`src/rtl/mac_layer_seq.sv`:
```
// Dense-layer sequencer: for each neuron it fetches weights and bias, lets the MAC
// settle, then hands the result downstream on a valid/ready stream.
module mac_layer_seq #(
   parameter int N_IN        = 16,
   parameter int W           = 10,
   parameter int NUM_NEURONS = 8,
   parameter int MAC_LAT     = 1,
   parameter int AW          = 7
) (
   input  logic                           clk,
   input  logic                           reset_n,
   input  logic                           start,
   input  logic [N_IN-1:0]                in_vec,
   output logic                           busy,
   output logic                           done,
   output logic [AW-1:0]                  w_addr,
   input  logic [W-1:0]                   w_data,
   output logic [$clog2(NUM_NEURONS)-1:0] b_addr,
   input  logic [W-1:0]                   b_data,
   output logic [N_IN-1:0]                mac_in,
   output logic [N_IN*W-1:0]              mac_ws,
   output logic [W-1:0]                   mac_bias,
   output logic                           mac_clr,
   input  logic [W-1:0]                   mac_out,
   output logic                           res_valid,
   input  logic                           res_ready,
   output logic [W-1:0]                   res_data,
   output logic [$clog2(NUM_NEURONS)-1:0] res_idx
);

   localparam int NW = $clog2(NUM_NEURONS);
   localparam int JW = $clog2(N_IN + 1);
   localparam int LW = (MAC_LAT > 1) ? $clog2(MAC_LAT) : 1;
   localparam logic [JW-1:0] J_LAST   = JW'(N_IN);
   localparam logic [LW-1:0] LAT_LAST = LW'(MAC_LAT - 1);
   localparam logic [NW-1:0] N_LAST   = NW'(NUM_NEURONS - 1);

   typedef enum logic [2:0] {
      IDLE,
      FETCH,
      SETTLE,
      EMIT,
      DONE
   } state_t;

   state_t              r_state;
   state_t              w_nextState;
   logic [NW-1:0]       r_neuron;
   logic [JW-1:0]       r_j;
   logic [LW-1:0]       r_lat;
   logic [N_IN-1:0]     r_inVec;
   logic [N_IN*W-1:0]   r_ws;
   logic [W-1:0]        r_bias;
   logic [W-1:0]        r_resData;

   always_ff @(posedge clk) begin
      if (!reset_n) begin
         r_state <= IDLE;
      end else begin
         r_state <= w_nextState;
      end
   end

   // FETCH runs one cycle past the last address so the final ROM word can land.
   always_comb begin
      w_nextState = r_state;
      busy        = (r_state != IDLE);
      done        = (r_state == DONE);
      res_valid   = (r_state == EMIT);
      mac_clr     = 1'b0;
      w_addr      = '0;
      b_addr      = '0;
      case (r_state)
         IDLE: begin
            if (start) w_nextState = FETCH;
         end
         FETCH: begin
            if (r_j != J_LAST) w_addr = AW'(r_neuron) * AW'(N_IN) + AW'(r_j);
            if (r_j == '0) begin
               mac_clr = 1'b1;
               b_addr  = r_neuron;
            end
            if (r_j == J_LAST) w_nextState = SETTLE;
         end
         SETTLE: begin
            if (r_lat == LAT_LAST) w_nextState = EMIT;
         end
         EMIT: begin
            if (res_ready) w_nextState = (r_neuron == N_LAST) ? DONE : FETCH;
         end
         DONE: begin
            w_nextState = IDLE;
         end
         default: begin
            w_nextState = IDLE;
         end
      endcase
   end

   // Untouched weight slots keep the previous neuron's words until overwritten.
   always_ff @(posedge clk) begin
      if (!reset_n) begin
         r_neuron  <= '0;
         r_j       <= '0;
         r_lat     <= '0;
         r_inVec   <= '0;
         r_ws      <= '0;
         r_bias    <= '0;
         r_resData <= '0;
      end else begin
         case (r_state)
            IDLE: begin
               if (start) begin
                  r_inVec  <= in_vec;
                  r_neuron <= '0;
                  r_j      <= '0;
               end
            end
            FETCH: begin
               if (r_j != '0) r_ws[W*(int'(r_j) - 1) +: W] <= w_data;
               if (r_j == JW'(1)) r_bias <= b_data;
               if (r_j == J_LAST) begin
                  r_j   <= '0;
                  r_lat <= '0;
               end else begin
                  r_j <= r_j + JW'(1);
               end
            end
            SETTLE: begin
               if (r_lat == LAT_LAST) r_resData <= mac_out;
               else                   r_lat     <= r_lat + LW'(1);
            end
            EMIT: begin
               if (res_ready && (r_neuron != N_LAST)) r_neuron <= r_neuron + NW'(1);
            end
            default: begin
            end
         endcase
      end
   end

   assign mac_in   = r_inVec;
   assign mac_ws   = r_ws;
   assign mac_bias = r_bias;
   assign res_data = r_resData;
   assign res_idx  = r_neuron;

endmodule

```
`config.mk`:
```
export PLATFORM = sky130hd
export DESIGN_NAME = mac_layer_seq
export DESIGN_NICKNAME = d
export VERILOG_FILES = /design/src/rtl/mac_layer_seq.sv
export SDC_FILE = /design/constraint.sdc
export NUM_CORES = 1
export LEC_CHECK = 0
export BUFFER_PORTS_ARGS = -buffer_cell sky130_fd_sc_hd__buf_4
export CORE_UTILIZATION = 60
export CTS_BUF_LIST = sky130_fd_sc_hd__clkbuf_2
export DETAILED_ROUTE_END_ITERATION = 10
export PLACE_DENSITY = 0.93
export SLEW_MARGIN = 20
export SYNTH_ARGS = -nofsm -noshare
export SYNTH_HDL_FRONTEND = slang
export SYNTH_SLANG_ARGS = --single-unit
```
`constraint.sdc`:
```
create_clock -name clk -period 14.2 [get_ports clk]
set_input_delay 1.42 -clock clk [delete_from_list [all_inputs] [get_ports clk]]
set_output_delay 1.42 -clock clk [all_outputs]
set_load 0.05 [all_outputs]
```
# Word level (Yosys, flattened, before mapping)
# Cells that the tools add are included.
# W data, S select, Z words.
dict set report op_classes {
  addsub 6
  multipliers 1
  eq_ne 14
  n_shift 2
  n_mux 22
  bitwise 1
  n_reduce_logical 16
}
# operator n
set ops {}
lappend ops {{$bwmux W160} 1}
lappend ops {{$shift A10 B33 Y160 const A} 1}
lappend ops {{$shiftx A10 B33 Y160} 1}
lappend ops {{$neg A11 Y33} 1}
lappend ops {{$mux W3} 9}
lappend ops {{$mux W7} 2}
lappend ops {{$pmux W3 S4} 1}
lappend ops {{$reduce_and A2 Y1} 6}
lappend ops {{$mul A4 B6 Y10 const A} 1}
lappend ops {{$mux W5} 2}
lappend ops {{$pmux W5 S2} 1}
lappend ops {{$add A7 B5 Y7} 1}
lappend ops {{$eq A3 B2 Y1 const B} 2}
lappend ops {{$eq A3 B3 Y1 const B} 2}
lappend ops {{$ne A2 B2 Y1 const B} 3}
lappend ops {{$pmux W3 S2} 1}
lappend ops {{$reduce_bool A2 Y1} 3}
lappend ops {{$sub A5 B1 Y6 const B} 1}
lappend ops {{$add A5 B1 Y5 const B} 1}
lappend ops {{$eq A5 B1 Y1 const B} 1}
lappend ops {{$eq A5 B5 Y1 const B} 1}
lappend ops {{$logic_not A5 Y1} 1}
lappend ops {{$ne A5 B5 Y1 const B} 1}
lappend ops {{$reduce_bool A5 Y1} 1}
lappend ops {{13 further kinds} 17}
dict set report totals {
  ff_bits 208
  in_bits 50
  out_inout_bits 213
  word_cells 70
}

# Depth between registers and ports, before layout
# Gate-level depths: netlist of run 1.
dict set report logic_depth {
  depth_word 5
  mapped_depth 26
  ltp_nobuf 20
}

# Worst setup path before layout of run 1
# Ideal clock, no wire load.
dict set report synth_path {
  path_kind {register to register}
  from {register r_j[0]}
  to {register r_ws[42], in the netlist mac_ws[42]}
  setup_time_ns 0.132
  arrival_ns 5.999
  t_required_ns 14.068
  path_slack_ns 8.069
  path_stages_with_launch 26
  path_cell_list {dfxtp_1 -> buf_2 -> inv_1 -> clkbuf_1 -> ha_1 -> clkbuf_1 -> buf_1 -> inv_2 -> ha_1 -> ha_1 -> inv_1 -> fa_1 -> nand2b_1 -> a21oi_2 -> xnor2_1 -> clkbuf_1 -> nand4_1 -> ha_1 -> or4bb_1 -> nor3_1 -> nand2_1 -> a2111oi_2 -> clkbuf_1 -> nand2_1 -> nand2_1 -> a21oi_1}
}
dict set report synth_between {
  elab_chain_len 5
  elab_cells_between_ends 8
  classes_between {add/sub: 2; mul: 1; shift: 2; mux: 1; reduce/logical: 2}
}
# item line_no
set synth_lines {}
lappend synth_lines {{from (decl)} 49} ;# logic [JW-1:0] r_j;
lappend synth_lines {{from (signal assigned)} 126} ;# r_j <= r_j + JW'(1);
lappend synth_lines {{$sub A5 B1 Y6} 120} ;# if (r_j != '0) r_ws[W*(int'(r_j) - 1) +: W] <= w_data;
lappend synth_lines {{$mul A4 B6 Y10} 120}
lappend synth_lines {{$neg A11 Y33} 120}
lappend synth_lines {{$shiftx A10 B33 Y160 or $shift A10 B33 Y160 (tied branches)} 120}
lappend synth_lines {{$bwmux W160} 120}
lappend synth_lines {{to (signal, indexed assignment)} 120}
lappend synth_lines {{to (decl)} 52} ;# logic [N_IN*W-1:0] r_ws;
# Parallel ways exist; a longest one is shown, timed or not.
# A chain may end at the register's enable or synchronous reset.

# Worst setup path after layout of run 1
dict set report layout_path {
  from {register r_j[0]}
  to {register r_ws[69], in the netlist mac_ws[69]}
}
# The elaborated chain is that of the path after synthesis.

==> flow_summary.toml, run 1 <==
[route]
vias = 11760
antenna_left = 0
drt_first_pass_iters = 6
drt-initial-drc-count = 1337
detail_route.vias_per_cell = 6.429
route.detailed.wl_per_inst_um = 22.41
route.detailed.drc = 0
totalWireLength_um = 41000

[logic_synthesis]
async_flop_share_pct = 0
netlist_area_sq_um = 10760
ys_seq_area_share_pct = 38.52
syn_avg_cell_area_sq_um = 8.175
postSynthRegisterBits = 207
synth.net_count = 1391
synth_simple_gate_area_share_pct = 27.70
synth_enable_flop_cells = 0
ys_warn_count = 0
compound_cell_area_share_of_the_yosys_netlist_pct = 12.94
synth_largest_type_area_fraction_pct = 38.52
ys_top_cells_by_area = "dfxtp_1 39%, mux2i_1 11%, nand2_1 8.2%, nor2_1 5.0%, nand3_1 4.0%"
synthesized_area_fraction_occupied_by_xor_and_xnor_cells_pct = 2.384
synth_top_family_by_area = "simple AND/OR/NAND/NOR gates"
netlist-cell-type-count = 80
yosys.area_share.adder_pct = 2.977
syn_inst = 1316
ys_dominant_reg_cell = "dfxtp_1"
synthDominantAreaCellType = "dfxtp_1"
synth_mux_area_share_pct = 12.01

[global_route]
number_of_global_route_vias_before_repair = 11200
track_usage_pct = 43.48
pin_count_of_the_biggest_net_entering_global_routing = 109
gr-total-overflow = 0
grt_first_pass_wirelength_um = 61240
grt_antenna_before_repair = 0

[placement]
placedInstanceArea_sq_um = 12850
place_hpwl_um = 28830
gp_congestion = 1.042
place_ws_ns = 7.037
io_buf_count = 262

[outcome]
outcome = "finished, final reports clean"

[power]
power.leakage_nw = 5.784
max-vdd-ir-drop_uv = 113.9
total_power_mw = 2.265
powerDensity_nw_per_um2 = 170.1

[floorplanning]
chipHeight_um = 135.9
die_extent_in_x_um = 135.9
dieArea_sq_um = 18470
top_level_pins = 263
floorplan.rows = 48
start_util_pct = 61.77
fp.coreArea_sq_um = 17420

[cts]
cts.reportedPaths.clkPinSlew_ns = 0.10
clock_insertion_delay_worst_skew_ns = 0.85
cts.sinks = 207
cts_setup_buffers = 0
htreeDepth = 2
tritoncts_clock_tree = "built"
cts_buffers = 51
cts_max_path_buffers = 3
post_cts_hold_buffer_count = 0
clock-root-buffer = "clkbuf_2"
post_cts.resized_instances = 0

[setup_path]
path_cells = "buf_4, inv_1, ha_1, buf_4, inv_2, ha_1, ha_1, inv_1, fa_1, nand2b_1, nor3_4, nand4_1, ha_1, or4bb_1, nor3_1, nand2_1, nor3_1, a41oi_1, mux2i_1, nor2_1"
cpLargestDelayFamily = "simple AND/OR/NAND/NOR gates"
timing.critical_path.mode_cell = "ha_1"
cp_bufs_invs = 5
timing.critical_path.to_type = "register"
timing.critical_path.slowest_stage_cell = "nor3_1"
worstSetupPathType = "reg2reg"
critical_path_arrival_ns = 8.03
crit_path_start_kind = "register"
timing.critical_path.fanout_max = 39
cp_data_required_time_ns = 14.83
critical_path.max_stage_delay_ns = 0.95

[sta]
setup_viol = 0
totalNegativeSetupSlack_ns = 0
timing.max_slew.rel_slack_pct = 20.42
number_of_pins_exceeding_their_max_slew_limit_in_the_final_report = 0
grt_setup_unrepaired = "false"
timing_worst_slew_pin_value_ns = 1.194
final.setup_skew_ns = 0.06232
fin_ws_ns = 6.799
final.period_utilization_pct = 52.12
whs_ns = 0.4656
minimum_clock_period_after_layout_ns = 7.401
hold_viol = 0
maxClockFrequency_mhz = 135.1

[cells_and_area]
fillCellCount = 1186
nets = 1642
diodes = 0
design_area_sq_um = 13320
areaGrowthSynthToFinish_pct = 23.78
drive_above_1_share_pct = 24.56

[min_path]
kind_of_path_behind_the_tightest_hold_check = "reg2reg"

[run]
max-cap-violations = 0
-- per-layer routing --
layer | vias to the layer above | track usage, % | routed length [um]
met3 | 204 | 12.86 | 4698
met5 | - | 0 | 0
met1 | 5474 | 50.19 | 14810
met4 | 0 | 26.42 | 2525
li1 | 5211 | - | -
met2 | 870 | 70.89 | 18970
-- Yosys cell counts (all sizes together) (11+ instances only) --
library cell	number
a31oi	12
o22ai	26
nor3	31
and2	11
clkbuf	52
nor4	16
o21ai	40
xnor2	15
dfxtp	207
and3	15
nand2b	11
buf	24
nand2	234
mux2i	119
inv	16
nand4	34
nand3	86
a21oi	79
ha	24
nor2	142
-- metrics by stage --
| stage | utilization (%) | instances |
|---|---|---|
| final | 76.46 | 1829 |
| after global routing | 76.46 | 1829 |
| after detailed placement | 73.79 | 1739 |
| after floorplan | - | 1316 |
| after CTS | 76.46 | 1829 |
| after global placement | 73.75 | 1739 |
-- report_power, final --
part | leakage, nW | switching [mW] | internal [mW]
Combinational | 3.77 | 0.950 | 0.305
Clock | 0.347 | 0.254 | 0.158
Sequential | 1.67 | 0.00770 | 0.590
Total | 5.78 | 1.21 | 1.05
-- cell usage in the layout (no fill, tap or decap), types with 8 or more instances in the layout --
cell and count:
o21ai_0 37, nand3_1 86, buf_4 274, clkbuf_2 74, a31oi_1 12, nor2b_1 8, o22ai_1 26, ha_1 24
nor3_1 27, mux2i_1 119, dfxtp_1 207, nand2b_1 11, nand4_1 34, xnor2_1 14, nand2_1 234, and2_1 11
clkinv_1 13, nor2_1 142, nor4_2 8, a21oi_1 78, and3_1 15, inv_1 15
-- sequential cells by signal (all words and copies together), names as in the netlist --
signal and flops:
r_state 3, res_idx 3, mac_in 16, r_j 5, mac_bias 10, res_data 10
mac_ws 160
-- worst register-to-register path, cell delays in order, from the launching register on --
cell      delay, ns
dfxtp_1        0.32
buf_4          0.36
inv_1          0.32
ha_1           0.38
buf_4          0.33
inv_2          0.17
ha_1           0.31
ha_1           0.20
inv_1          0.07
fa_1           0.84
nand2b_1       0.31
nor3_4         0.44
nand4_1        0.17
ha_1           0.35
or4bb_1        0.49
nor3_1         0.25
nand2_1        0.30
nor3_1         0.95
a41oi_1        0.38
mux2i_1        0.24
nor2_1         0.06
-- final timing paths --
path,start,endpoint,slack [ns],cells after the start
max,r_j[0]$_SDFFE_PN0P_,mac_ws[69]$_SDFFE_PN0P_,6.80,20
min,mac_ws[126]$_SDFFE_PN0P_,mac_ws[126]$_SDFFE_PN0P_,0.47,2
max reg2reg,r_j[0]$_SDFFE_PN0P_,mac_ws[69]$_SDFFE_PN0P_,6.80,20
min reg2reg,mac_ws[126]$_SDFFE_PN0P_,mac_ws[126]$_SDFFE_PN0P_,0.47,2
-- logic make-up (layout without fill, tap and decap cells) --
group           after synthesis  after routing
simple gates                624            624
compound gates              218            218
flops                       207            207
mux                         124            124
buf+inv                      93            381
fa+ha+maj                    25             25
xor+xnor                     25             25
-- area by class of cell --
cell class / count / area, sq um / share of cell area (%)
multi-input combinational: 1016 / 6302 / 47.33
tap: 225 / 281.5 / 2.114
timing repair buffer: 274 / 2057 / 15.45
clock inverter: 16 / 95.09 / 0.7141
sequential: 207 / 4144 / 31.12
clock buffer: 74 / 370.4 / 2.781
inverter: 17 / 66.31 / 0.4980
Power figures use the tool's default switching activity.
==> run 2: changes to the inputs <==
--- a/config.mk
+++ b/config.mk
@@ -6,10 +6,10 @@
 export NUM_CORES = 1
 export LEC_CHECK = 0
 export BUFFER_PORTS_ARGS = -buffer_cell sky130_fd_sc_hd__buf_4
-export CORE_UTILIZATION = 60
+export CORE_UTILIZATION = 56
 export CTS_BUF_LIST = sky130_fd_sc_hd__clkbuf_2
 export DETAILED_ROUTE_END_ITERATION = 10
-export PLACE_DENSITY = 0.93
+export PLACE_DENSITY = 0.88
 export SLEW_MARGIN = 20
 export SYNTH_ARGS = -nofsm -noshare
 export SYNTH_HDL_FRONTEND = slang
==> constraint.sdc (replaced) <==
create_clock -name clk -period 7.2 [get_ports clk]
set_input_delay 0.72 -clock clk [delete_from_list [all_inputs] [get_ports clk]]
set_output_delay 0.72 -clock clk [all_outputs]
set_load 0.05 [all_outputs]
==> run 2 against run 1 <==
  * Combinational power up 90%
  * Core utilization decreased by 5.6 points
  * Critical endpoint is now mac_ws[2]$_SDFFE_PN0P_
  * Sequential power increased by 98%
  * Register-to-register slack worse by 6.2 ns
  * Final area down 0.17%
  * Clock power increased by 90%
  * Clock-buffer cell count shrank 9
  * Cell count did not move
  * Largest power group unchanged
==> flow_summary.toml, run 2 (same netlist as run 1, synthesis figures left out) <==
[sta]
maxClockFrequency_mhz = 150.8
totalNegativeSetupSlack_ns = 0
final.period_utilization_pct = 92.09
setup_viol = 0
timing.max_slew.rel_slack_pct = 25.58
minimum_clock_period_after_layout_ns = 6.631
whs_ns = 0.1473
hold_viol = 0
grt_setup_unrepaired = "false"
number_of_pins_exceeding_their_max_slew_limit_in_the_final_report = 0
final.setup_skew_ns = 0.05331
fin_ws_ns = 0.5695
timing_worst_slew_pin_value_ns = 1.106

[setup_path]
timing.critical_path.fanout_max = 15
timing.critical_path.to_type = "register"
worstSetupPathType = "reg2reg"
cp_data_required_time_ns = 7.90
critical_path_arrival_ns = 7.33
crit_path_start_kind = "register"

[route]
antenna_left = 0
route.detailed.drc = 0
vias = 11330
totalWireLength_um = 37650
drt_first_pass_iters = 8
route.detailed.wl_per_inst_um = 20.59
drt-initial-drc-count = 1189
detail_route.vias_per_cell = 6.194

[power]
combinational_share_of_power_pct = 54.7
share_clk_of_total_power_pct = 18.2
total_power_mw = 4.329
p_seq_share_pct = 27.2
power.leakage_nw = 5.766
power.net_switching_mw = 2.261
power.share.switching_pct = 52.24
powerDensity_nw_per_um2 = 325.6
cell_internal_pwr_mw = 2.068
max-vdd-ir-drop_uv = 262.1

[cts]
clock-root-buffer = "clkbuf_2"
cts_max_path_buffers = 3
post_cts_hold_buffer_count = 0
cts.reportedPaths.clkPinSlew_ns = 0.12
clock_insertion_delay_worst_skew_ns = 0.85
cts.sinks = 207
tritoncts_clock_tree = "built"
post_cts.resized_instances = 0
cts_buffers = 49
htreeDepth = 2
cts_setup_buffers = 0

[floorplanning]
floorplan.rows = 50
chipHeight_um = 140.6
die_extent_in_x_um = 140.6
dieArea_sq_um = 19770
fp.coreArea_sq_um = 18770
top_level_pins = 263
start_util_pct = 57.32

[placement]
gp_congestion = 1.029
io_buf_count = 262
place_hpwl_um = 28010
place_ws_ns = 0.7024
place.detailed.instances = 1747

[cells_and_area]
nets = 1641
largest_register_ffs = 160
layout.cells.most_common_list = "275 x buf_4, 234 x nand2_1, 207 x dfxtp_1, 142 x nor2_1, 119 x mux2i_1"
areaGrowthSynthToFinish_pct = 23.58
final_cells = 1829
drive_above_1_share_pct = 24.22
layout.cells.most_common = "buf_4"

[global_route]
grt_first_pass_wirelength_um = 57590
grt_antenna_before_repair = 1
pin_count_of_the_biggest_net_entering_global_routing = 70
track_usage_pct = 37.22
number_of_global_route_vias_before_repair = 10670
gr-total-overflow = 0

[min_path]
kind_of_path_behind_the_tightest_hold_check = "in2reg"

[outcome]
outcome = "finished, final reports clean"

[run]
max-cap-violations = 0
run 2: cell count changes in the layout (fill, tap and decap cells not counted):
cell / previous run / this run
nor4_1: 5 / 6
clkinv_1: 13 / 10
clkinv_2: 0 / 1
nor4_4: 3 / 2
buf_4: 274 / 275
clkinvlp_4: 1 / 0
clkbuf_2: 74 / 65
bufinv_16: 1 / 2
diode_2: 0 / 1
run 2: layout make-up:
class / count / area [sq um]
clock buffers: 65 / 325.3
multi-input cells: 1016 / 6287
inverters: 17 / 66.31
clock inverters: 14 / 111.4
fillers: 1452 / 5474
diodes: 1 / 2.502
repair buffers: 275 / 2064
flip-flops and latches: 207 / 4144
well taps: 234 / 292.8
run 2: power by group through the flow:
stage | combinational, mW | sequential, mW | clock, mW
2_1_floorplan | 1.54 | 1.25 | 0
6_report | 2.37 | 1.18 | 0.786
3_3_place_gp | 2.24 | 1.20 | 0
4_1_cts | 2.25 | 1.18 | 0.790
3_5_place_dp | 2.24 | 1.20 | 0
5_1_grt | 2.47 | 1.18 | 0.850
run 2: worst paths after layout:
path | from | endpoint | slack (ns) | cells past startpoint
setup / recovery | r_j[0]$_SDFFE_PN0P_ | mac_ws[2]$_SDFFE_PN0P_ | 0.57 | 18
hold / removal | mac_out[2] | res_data[2]$_SDFFE_PN0P_ | 0.15 | 3
setup reg to reg | r_j[0]$_SDFFE_PN0P_ | mac_ws[2]$_SDFFE_PN0P_ | 0.57 | 18
hold reg to reg | mac_ws[59]$_SDFFE_PN0P_ | mac_ws[59]$_SDFFE_PN0P_ | 0.46 | 2
run 2: critical path, cell delays in order, from the launching register on:
cell and delay, ns:
dfxtp_1 0.33, inv_1 0.31, ha_1 0.32, nand2_1 0.13
xnor2_1 0.25, ha_1 0.29, ha_1 0.39, and3_1 0.19
a22o_1 0.28, xor2_1 0.82, nand4_1 0.21, ha_1 0.37
or4bb_1 0.48, nor3_1 0.28, nand2_1 0.29, nor3_1 0.85
and3_1 0.36, nor2_1 0.08, a211oi_1 0.28
run 2: stage by stage:
| stage | util [%] | instance area, sq um |
|---|---|---|
| floorplan | - | 10760 |
| global placement | 68.41 | 12840 |
| detailed placement | 68.41 | 12840 |
| CTS | 70.74 | 13280 |
| global route | 70.83 | 13290 |
| finish | 70.83 | 13290 |
run 2: routing by layer:
layer / share of wire (%) / track usage, % / vias up
li1: - / - / 5216
met3: 9.8 / 10.09 / 144
met2: 46 / 60.75 / 646
met4: 5.1 / 20.82 / 0
met5: 0 / 0 / -
met1: 39 / 44.43 / 5322
==> run 3: changes to the inputs <==
--- a/config.mk
+++ b/config.mk
@@ -5,6 +5,7 @@
 export SDC_FILE = /design/constraint.sdc
 export NUM_CORES = 1
 export LEC_CHECK = 0
+export ABC_AREA = 1
 export BUFFER_PORTS_ARGS = -buffer_cell sky130_fd_sc_hd__buf_4
 export CORE_UTILIZATION = 56
 export CTS_BUF_LIST = sky130_fd_sc_hd__clkbuf_2
==> run 3 against run 2 <==
  * Clock power up 7.0%
  * Maximum frequency rose by 14%
  * Total power rose by 29%
  * Cell count up 25%
  * Hold slack lost 0.033 ns
  * Clock skew rose by 0.044 ns
  * Setup slack better by 0.82 ns
  * Flip-flop and latch count unchanged
  * Core utilization fell by 0.17 points
  * Sequential power up 4%
  * Combinational power rose by 48%
  * Critical path type unchanged
  * Highest routed layer unchanged
==> flow_summary.toml, run 3 <==
[cts]
cts.reportedPaths.clkPinSlew_ns = 0.12
clock_insertion_delay_worst_skew_ns = 0.87
cts_max_path_buffers = 3
cts_setup_buffers = 0
post_cts.resized_instances = 0
cts_buffers = 53
tritoncts_clock_tree = "built"
clock-root-buffer = "clkbuf_2"
cts.sinks = 207
post_cts_hold_buffer_count = 0
htreeDepth = 2

[setup_path]
cp_data_required_time_ns = 7.93
reg2reg_slack_ns = 1.39
critical_path_arrival_ns = 6.54
number_of_cells_on_the_worst_reg_to_reg_path = 27
timing.critical_path.mode_cell = "nand2_1"
timing.critical_path.fanout_max = 27
timing.critical_path.slowest_stage_cell = "dfxtp_1"
cp_bufs_invs = 3
critical_path_depth = 27
worstSetupPathType = "reg2reg"
cpLargestDelayFamily = "simple AND/OR/NAND/NOR gates"
critical_path.max_stage_delay_ns = 0.89
crit_path_start_kind = "register"
timing.critical_path.to_type = "register"

[min_path]
kind_of_path_behind_the_tightest_hold_check = "in2reg"
hold_depth = 3

[run]
max-cap-violations = 0

[floorplanning]
chipHeight_um = 143.4
dieArea_sq_um = 20560
start_util_pct = 57.34
die_extent_in_x_um = 143.4
top_level_pins = 263
floorplan.rows = 51
fp.coreArea_sq_um = 19530

[cells_and_area]
layout.core_utilization_pct = 70.67
layout.cells.most_common = "nand2_1"
areaGrowthSynthToFinish_pct = 23.23
largest_register_ffs = 160
drive_above_1_share_pct = 21.29
nets = 2068
layout.cells.most_common_list = "366 x nand2_1, 282 x nor2_1, 271 x buf_4, 228 x inv_1, 207 x dfxtp_1"
fillCellCount = 1721

[sta]
timing.max_slew.rel_slack_pct = 23.14
final.setup_skew_ns = 0.09754
hold_viol = 0
minimum_clock_period_after_layout_ns = 5.812
totalNegativeSetupSlack_ns = 0
setup_viol = 0
timing_worst_slew_pin_value_ns = 1.149
grt_setup_unrepaired = "false"
fin_ws_ns = 1.388
final.period_utilization_pct = 80.72
maxClockFrequency_mhz = 172.1
number_of_pins_exceeding_their_max_slew_limit_in_the_final_report = 0

[route]
route.detailed.drc = 0
met1Wirelength_um = 14830
totalWireLength_um = 37090
detail_route.vias_per_cell = 5.501
highest_layer = "met4"
vias = 12630
drt-initial-drc-count = 1327
route.detailed.wl_per_inst_um = 16.16
detailroute.wirelength.met3_um = 3810
met2RoutedLength_um = 17020
antenna_left = 0
drt_first_pass_iters = 6

[logic_synthesis]
synth.net_count = 1805
ys_warn_count = 0
synth_largest_type_area_fraction_pct = 37.01
synthTopCellsByCount = "366 x nand2_1, 282 x nor2_1, 228 x inv_1, 207 x dfxtp_1, 138 x nand3_1"
synthesized_area_fraction_occupied_by_xor_and_xnor_cells_pct = 0.3911
yosys.area_share.adder_pct = 2.861
synthDominantAreaCellType = "dfxtp_1"
ys_top_cells_by_area = "dfxtp_1 37%, nand2_1 12%, nor2_1 9.5%, inv_1 7.6%, nand3_1 6.2%"
ys_dominant_reg_cell = "dfxtp_1"
ys_seq_area_share_pct = 37.01
compound_cell_area_share_of_the_yosys_netlist_pct = 13.28
netlist_area_sq_um = 11200
postSynthRegisterBits = 207
syn_avg_cell_area_sq_um = 6.472
netlist-cell-type-count = 50
async_flop_share_pct = 0
synth_top_family_by_area = "simple AND/OR/NAND/NOR gates"
synth_simple_gate_area_share_pct = 35.31
syn_inst = 1730
synth_enable_flop_cells = 0
synth_mux_area_share_pct = 0.08940
synthMostInstantiatedCell = "nand2_1"

[global_route]
number_of_global_route_vias_before_repair = 11620
grt_first_pass_wirelength_um = 58010
gr-total-overflow = 0
pin_count_of_the_biggest_net_entering_global_routing = 132
track_usage_pct = 35.71
grt_antenna_before_repair = 1

[power]
power.leakage_nw = 6.823
total_power_mw = 5.576
powerDensity_nw_per_um2 = 404.1
max-vdd-ir-drop_uv = 391.8

[outcome]
outcome = "finished, final reports clean"

[placement]
place_hpwl_um = 26960
place_ws_ns = 1.448
io_buf_count = 262
gp_congestion = 0.9589
## run 3: layout make-up
cell class | count | area [sq um] | area share, %
multi-input combinational | 1204 | 5822 | 42.19
sequential | 207 | 4144 | 30.03
clock inverter | 16 | 120.1 | 0.8705
antenna | 1 | 2.502 | 0.01814
tap | 265 | 331.6 | 2.403
timing repair buffer | 272 | 2046 | 14.83
inverter | 255 | 957.2 | 6.937
clock buffer | 75 | 375.4 | 2.720
## run 3: metal layers
metal | up-vias | GRT usage (%)
met5 | - | 0
met4 | 0 | 16.80
met3 | 124 | 8.364
met2 | 675 | 57.33
met1 | 5730 | 45.15
li1 | 6096 | -
## run 3: power by group
part | switching [mW] | internal [mW] | leakage [nW]
sequential | 0.0365 | 1.19 | 1.67
clock | 0.487 | 0.353 | 0.372
combinational | 2.80 | 0.707 | 4.78
## run 3: logic make-up (layout without fill, tap and decap cells)
| group | after synthesis | after routing |
|---|---|---|
| simple gates | 906 | 906 |
| buf+inv | 319 | 618 |
| compound gates | 267 | 267 |
| flops | 207 | 207 |
| fa+ha+maj | 25 | 25 |
| xor+xnor | 5 | 5 |
| mux | 1 | 1 |
| other cells | 0 | 1 |
## run 3: per-stage QoR
step | cell area (sq um) | hold WS (ns) | cells
2_1_floorplan | 11200 | 0.4792 | 1730
3_3_place_gp | 13300 | 0.4386 | 2203
3_5_place_dp | 13300 | 0.4442 | 2203
4_1_cts | 13790 | 0.07853 | 2294
5_1_grt | 13800 | 0.08294 | 2295
6_report | 13800 | 0.1145 | 2295
## run 3: final timing paths
check / startpoint / to
hold reg to reg: mac_ws[81]$_SDFFE_PN0P_ / mac_ws[81]$_SDFFE_PN0P_
hold / removal: in_vec[3] / mac_in[3]$_SDFFE_PN0P_
setup / recovery: r_j[0]$_SDFFE_PN0P_ / mac_ws[68]$_SDFFE_PN0P_
setup reg to reg: r_j[0]$_SDFFE_PN0P_ / mac_ws[68]$_SDFFE_PN0P_
## run 3: worst register-to-register path, cell delays in order (launching register included)
cell	delay, ns
dfxtp_1	0.89
inv_2	0.27
ha_1	0.32
nand2_1	0.09
nor2_1	0.04
inv_1	0.11
nand2_1	0.10
ha_1	0.31
inv_1	0.07
fa_1	0.59
nand3_1	0.13
nor2_2	0.16
nand3_2	0.12
nor2_4	0.16
nand2_4	0.12
ha_1	0.33
nor4_1	0.31
nand3_1	0.11
nor2_1	0.10
nand2_1	0.13
nor2_8	0.20
nand2_2	0.14
nor2_2	0.24
nand2_1	0.15
o21ai_1	0.31
o211ai_1	0.14
nand2_1	0.08
nor2_1	0.05
